[config.mk]
export PLATFORM = sky130hd
export DESIGN_NAME = conv_layer_input_ctrl
export DESIGN_NICKNAME = d
export VERILOG_FILES = /design/src/rtl/conv_layer_input_ctrl.sv
export SDC_FILE = /design/constraint.sdc
export NUM_CORES = 1
export LEC_CHECK = 0
export BUFFER_PORTS_ARGS = -buffer_cell sky130_fd_sc_hd__buf_2
export CORE_MARGIN = 10
export CORE_UTILIZATION = 30
export DETAILED_ROUTE_END_ITERATION = 8
export GPL_ROUTABILITY_DRIVEN = 0
export PLACE_DENSITY = 0.46
export SLEW_MARGIN = 25
export SYNTH_ARGS = -nofsm -noshare
export SYNTH_HDL_FRONTEND = slang
export SYNTH_SLANG_ARGS = --single-unit
[constraint.sdc]
create_clock -name clk -period 2.2 [get_ports clk]
set_clock_uncertainty 0.1 [all_clocks]
set_input_delay 0.22 -clock clk [delete_from_list [all_inputs] [get_ports clk]]
set_output_delay 0.22 -clock clk [all_outputs]
set_load 0.05 [all_outputs]
[src/rtl/conv_layer_input_ctrl.sv]
// Sequencing controller for the conv layer's KERNEL_SIZE-row input line buffer.
// Walks one feature map per start: preload, then alternating sweep/bias and single-row refill.
module conv_layer_input_ctrl #(
   parameter int IMAGE_SIZE       = 8,
   parameter int KERNEL_SIZE      = 3,
   parameter int BUFFER_COL_WIDTH = 4,
   parameter int BUFFER_ROW_WIDTH = 2,
   parameter int OUT_SIZE         = IMAGE_SIZE - KERNEL_SIZE + 1
) (
   input  logic                        clk,
   input  logic                        rst_n,
   input  logic                        start,
   input  logic                        in_valid,
   output logic                        data_req,
   output logic [2:0]                  current_state,
   output logic [BUFFER_COL_WIDTH-1:0] col_index,
   output logic [BUFFER_ROW_WIDTH-1:0] row_index,
   output logic [BUFFER_ROW_WIDTH-1:0] preload_cycle,
   output logic [2:0]                  out_row,
   output logic                        row_done,
   output logic                        map_done
);

   typedef enum logic [2:0] {
      STATE_INIT    = 3'd0,
      STATE_PRELOAD = 3'd1,
      STATE_SHIFT   = 3'd2,
      STATE_BIAS    = 3'd3,
      STATE_LOAD    = 3'd4,
      STATE_IDLE    = 3'd5
   } state_t;

   localparam logic [BUFFER_COL_WIDTH-1:0] COL_LAST = BUFFER_COL_WIDTH'(IMAGE_SIZE - 1);
   localparam logic [BUFFER_COL_WIDTH-1:0] COL_END  = BUFFER_COL_WIDTH'(IMAGE_SIZE);
   localparam logic [BUFFER_ROW_WIDTH-1:0] ROW_LAST = BUFFER_ROW_WIDTH'(KERNEL_SIZE - 1);
   localparam logic [BUFFER_ROW_WIDTH-1:0] ROW_K    = BUFFER_ROW_WIDTH'(KERNEL_SIZE);
   localparam logic [2:0]                  OUT_LAST = 3'(OUT_SIZE - 1);

   state_t                      state_q, state_d;
   logic [BUFFER_COL_WIDTH-1:0] col_q, col_d;
   logic [BUFFER_ROW_WIDTH-1:0] row_q, row_d;
   logic [BUFFER_ROW_WIDTH-1:0] pre_q, pre_d;
   logic [2:0]                  orow_q, orow_d;

   always_ff @(posedge clk or negedge rst_n) begin
      if (!rst_n) begin
         state_q <= STATE_IDLE;
         col_q   <= '0;
         row_q   <= '0;
         pre_q   <= '0;
         orow_q  <= '0;
      end else begin
         state_q <= state_d;
         col_q   <= col_d;
         row_q   <= row_d;
         pre_q   <= pre_d;
         orow_q  <= orow_d;
      end
   end

   always_comb begin
      state_d  = state_q;
      col_d    = col_q;
      row_d    = row_q;
      pre_d    = pre_q;
      orow_d   = orow_q;
      data_req = 1'b0;
      case (state_q)
         STATE_IDLE: begin
            if (start) begin
               state_d = STATE_INIT;
               col_d   = '0;
               row_d   = '0;
               pre_d   = '0;
               orow_d  = '0;
            end
         end
         STATE_INIT: begin
            state_d = STATE_PRELOAD;
            col_d   = '0;
            row_d   = '0;
            pre_d   = '0;
            orow_d  = '0;
         end
         STATE_PRELOAD: begin
            // col parked at IMAGE_SIZE is the buffer's row-shift slot between preload rows
            if (col_q == COL_END) begin
               col_d = '0;
               pre_d = pre_q + 1'b1;
            end else begin
               data_req = 1'b1;
               if (in_valid) begin
                  if (col_q == COL_LAST && pre_q == ROW_LAST) begin
                     state_d = STATE_SHIFT;
                     col_d   = '0;
                     pre_d   = ROW_K;
                  end else begin
                     col_d = col_q + 1'b1;
                  end
               end
            end
         end
         STATE_SHIFT: begin
            if (col_q == COL_LAST) begin
               col_d = '0;
               if (row_q == ROW_LAST) begin
                  row_d   = '0;
                  state_d = STATE_BIAS;
               end else begin
                  row_d = row_q + 1'b1;
               end
            end else begin
               col_d = col_q + 1'b1;
            end
         end
         STATE_BIAS: begin
            col_d = '0;
            row_d = '0;
            if (orow_q == OUT_LAST) begin
               orow_d  = '0;
               state_d = STATE_IDLE;
            end else begin
               orow_d  = orow_q + 1'b1;
               state_d = STATE_LOAD;
            end
         end
         STATE_LOAD: begin
            data_req = 1'b1;
            if (in_valid) begin
               if (col_q == COL_LAST) begin
                  col_d   = '0;
                  state_d = STATE_SHIFT;
               end else begin
                  col_d = col_q + 1'b1;
               end
            end
         end
         default: state_d = STATE_IDLE;
      endcase
   end

   // A stalled request cycle must look idle to the buffer so nothing is written or shifted
   assign current_state = (data_req && !in_valid) ? STATE_IDLE : state_q;
   assign col_index     = col_q;
   assign row_index     = row_q;
   assign preload_cycle = pre_q;
   assign out_row       = orow_q;
   assign row_done      = (state_q == STATE_BIAS);
   assign map_done      = (state_q == STATE_BIAS) && (orow_q == OUT_LAST);

endmodule

# ---- Word-level counts from Yosys, hierarchy flattened
# Index checks and enable logic that the tools add are counted.
dict set report classes {
  mux 30
  n_reduce_logical 15
  addsub 4
  eq_ne 20
}
# operator count
set op_table {}
lappend op_table {{$mux 3} 10}
lappend op_table {{$mux 4} 6}
lappend op_table {{$pmux 4 s5} 1}
lappend op_table {{$pmux 3 s6} 1}
lappend op_table {{$ne 2x2->1 const B} 8}
lappend op_table {{$mux 2} 6}
lappend op_table {{$pmux 2 s3} 2}
lappend op_table {{$eq 3x3->1 const B} 3}
lappend op_table {{$pmux 3 s3} 1}
lappend op_table {{$reduce_bool 3->1} 3}
lappend op_table {{$reduce_and 4->1} 2}
lappend op_table {{$reduce_and 8->1} 1}
lappend op_table {{$eq 3x2->1 const B} 2}
lappend op_table {{$ne 3x3->1 const B} 2}
lappend op_table {{$reduce_bool 5->1} 1}
lappend op_table {{$add 2x1->2 const B} 2}
lappend op_table {{$add 4x1->4 const B} 1}
lappend op_table {{$eq 2x2->1 const B} 2}
lappend op_table {{$eq 4x3->1 const B} 1}
lappend op_table {{$eq 4x4->1 const B} 1}
lappend op_table {{$add 3x1->3 const B} 1}
lappend op_table {{$eq 3x1->1 const B} 1}
lappend op_table {{$logic_and 1x1->1} 3}
lappend op_table {{$logic_not 3->1} 1}
lappend op_table {{6 further kinds} 7}
dict set report totals {
  output_inout_bits 17
  reg_bits 14
  elab_cells 74
  inputBits 4
}

# ---- Longest topological paths before layout
dict set report logic_depth {
  depth_word 6
  depth_mapped 7
  ltp_nobuf 7
}

# ---- Worst setup path after synthesis
# No wires, ideal clock.
dict set report synth_path {
  path_kind {register to register}
  from {reg state_q[0]}
  to {reg state_q[0]}
  required_time_ps 2035
  stages_incl_launch_ff 6
  n_path_buf 1
  slack_ps -514
  setup_ps 65
  synth_period_minus_slack_ps 2714
  arrival_ps 2549
  cell_sequence {dfstp_2 > buf_4 > nor2b_1 > nand3_1 > nor3b_1 > o31a_1}
}
dict set report synth_between {
  elab_chain_len 3
  elab_cells_between_ends 16
  classes_between {13 x eq/ne; 1 x mux; 2 x reduce/logical}
}
# item line
set synth_rtl {}
lappend synth_rtl {{start, declared} 39} ;# state_t state_q, state_d;
lappend synth_rtl {{start signal, assigned} 53} ;# state_q <= state_d;
lappend synth_rtl {{$eq 3x2->1, or another cell as far along} 68} ;# case (state_q)
lappend synth_rtl {{$ne 2x2->1 (no line)} n/a}
lappend synth_rtl {{$reduce_and 8->1 (no line)} n/a}
# Several ways; a longest one is shown, not always the timed one.
# A chain may end at the register's enable or synchronous reset.

# ---- Worst setup path after layout
dict set report layout_path {
  from {reg state_q[0]}
  to {out current_state[2]}
}
dict set report layout_between {
  elab_chain_len 4
  elab_cells_between_ends 5
  classes_between {2 x eq/ne; 2 x mux; 1 x reduce/logical}
}
# item line
set layout_rtl {}
lappend layout_rtl {{$eq 3x3->1 or $eq 3x1->1 (tied branches)} 68}
lappend layout_rtl {{$pmux 1 s2 (*)} 68}
lappend layout_rtl {{$logic_and 1x1->1 (*)} 143} ;# assign current_state = (data_req && !in_valid) ? STATE_IDLE : state_q;
lappend layout_rtl {{$mux 3 (*)} 143}
lappend layout_rtl {{end, declared} 15} ;# output logic [2:0] current_state,
# Mark *: on every way between the ends. The rest lies on a longest branch, timed or not.

==> results.tsv <==
metric	value	unit
status	finished with violations	
failing checks	negative setup slack	
first-pass GRT wire length	4112	um
critical-path cell list	or3b_4, or3_4, or2b_1, buf_6	
fin cells	176	
Peak VDD IR	0.0006104	V
Die Wd	77.04	um
most common cell after layout, fill and taps aside	buf_2	
CP peak stage delay	0.55	ns
Distinct cells, synth	43	
Max-Cap Viols	0	
buffers plus inverters on the worst setup path	1	
Seq/Total Area, Yosys	36.15	%
worst-path fanout max	2	
Yosys Warn Count	0	
PD cells	1637	nW/um2
slowest cell on the critical path	dfstp_2	
Detailed Route WL	2392	um
CTS tree	built	
Worst-path clk slew	0.10	ns
DRC viols	0	
post-route ant nets	0	
Final setup viols	1	
leakage	0.5740	nW
ys async rst share	100.0	%
grt total ovfl	0	
Synth Instances	106	
fin area	1221	um2
Syn Area/Cell	9.207	um2
crit path DAT	1.89	ns
number of global-route vias before repair	863	
fin util	39.67	%
die height	77.04	um
hpwl dp	1776	um
Max Fclk	452.5	MHz
Synth Register Bits	14	
Reg-to-Reg Start	col_index[0]	
CP endpoint kind	output port	
area delta synth->final	25.13	%
Num CTS Buffers	3	
part of the cycle the worst path needs	100.4	%
# rows	20	
worst path required time	1.88	ns
routed len/inst	13.59	um
Max clock buf depth	2	
initial antenna violation count	0	
min-delay worst type	primary input to asynchronous set/reset pin	
I/O Pins	21	
Mapped Area	975.9	um2
Initial Util	31.71	%
Fin. Hold Viols	0	
Net Count, Synth	113	
worst skew pair latency	0.29	ns
First DRT Iteration DRCs	44	
Final WS setup	-0.009864	ns
crit-path leading delay family	simple AND/OR/NAND/NOR gates	
# diodes	0	
share of cells above drive strength 1	36.36	%
most frequent cells in the layout	18 x buf_2, 11 x nand2_1, 10 x dfrtp_1	
DRT Pass-1 Iters	4	
IO Port Bufs	20	
CTS root buf	clkbuf_4	
total global-route track usage	8.395	%
Final Max Tran Viols	0	
largest net degree at the start of global routing	18	
commonest register cell after synthesis	dfrtp_1	
Final min period	2.210	ns
Crit Path Class	flop to output port	
fin nets	140	
crit path from	state_q[0]	
Worst Tran Pin Value	0.4530	ns
CP startpoint kind	flop	
Post-synth EDFFs	0	
die area	5934	um2
Post-DP Area	1124	um2
RSZ-0062 raised after global routing	yes	
Core Region	3078	um2
total number of vias	861	
Cells after DPL	166	
CTS HTree Levels	1	
relative slew slack	69.73	%
drt via density	4.892	
clock sinks	14	
fillcell total	329	
[cells in the mapped netlist (3+ instances only)]
master,number,area [um2]
a21oi_1,4,20.02
nor2_1,8,30.03
a21o_1,4,30.03
inv_1,5,18.77
nand2_1,11,41.29
buf_2,3,15.01
dfrtp_1,12,300.3
nor2b_1,4,25.02
nand2b_1,5,31.28
ha_1,3,37.54
nand3_1,4,20.02
o21ai_0,5,25.02
[metrics by stage]
| step | power (mW) | TNS (ns) | hold slack (ns) | setup slack, ns |
|---|---|---|---|---|
| 3_3_place_gp | 1.730 | 0 | 0.05028 | 0.1485 |
| 3_5_place_dp | 1.724 | 0 | 0.05000 | 0.1214 |
| 5_1_grt | 2.154 | -0.07217 | 0.2729 | -0.05971 |
| 2_1_floorplan | 1.468 | 0 | -0.1756 | 0.01861 |
| 6_report | 1.999 | -0.009864 | 0.2515 | -0.009864 |
| 4_1_cts | 2.007 | -0.01047 | 0.2406 | -0.01047 |
[state kept, by name, indices dropped and copies added, names as in the netlist]
register       flops
col_index          4
out_row            3
state_q            3
preload_cycle      2
row_index          2
[layer usage]
| metal | up-vias | share of wire [%] | track usage (%) |
|---|---|---|---|
| li1 | 439 | - | - |
| met1 | 410 | 50 | 10.13 |
| met2 | 10 | 45 | 13.24 |
| met3 | 2 | 4.7 | 2.797 |
| met4 | 0 | 0.75 | 3.650 |
| met5 | - | 0 | 0 |
[layout make-up]
| type | count | area [um2] | share of cell area (%) |
|---|---|---|---|
| multi-input combinational | 80 | 576.8 | 47.23 |
| sequential | 14 | 355.3 | 29.10 |
| timing repair buffer | 29 | 178.9 | 14.65 |
| tap | 44 | 55.05 | 4.508 |
| clock buffer | 4 | 36.28 | 2.971 |
| inverter | 5 | 18.77 | 1.537 |
[report_power, final]
| group | switching, mW | total (mW) | internal (mW) |
|---|---|---|---|
| sequential | 0.0899 | 0.443 | 0.353 |
| combinational | 0.852 | 1.36 | 0.504 |
| clock | 0.0998 | 0.200 | 0.101 |
| total | 1.04 | 2.00 | 0.958 |
[logic make-up (layout without fill, tap and decap cells)]
kind of cell / after synthesis / count (layout) / synth area share (%)
AND/OR/NAND/NOR: 45 / 45 / 27.05
adder cells (fa/ha/maj): 3 / 3 / 3.847
flip-flops: 14 / 14 / 36.15
multiplexers: 4 / 4 / 4.487
AO/OA/AOI/OAI: 27 / 27 / 21.41
XOR/XNOR: 1 / 1 / 0.8976
buffers and inverters: 12 / 38 / 6.154
[final timing paths]
kind,slack [ns],cells past startpoint,end
min reg2reg,0.42,1,row_index[0]
min in group clk,0.28,4,col_index[3]
max reg2reg,0.15,7,col_index[3]
max,-0.01,4,current_state[2]
max in group asynchronous,1.45,2,state_q[0]
min,0.25,2,out_row[0]
[timing repair]
item | 4_1_cts | 5_1_grt
buffers inserted | 5 | 0
hold endpoints to repair | 12 | 0
gates resized for setup | 4 | 2
setup endpoints to repair | 1 | 5
hold buffers | 1 | 0
Power figures use the tool's default switching activity.
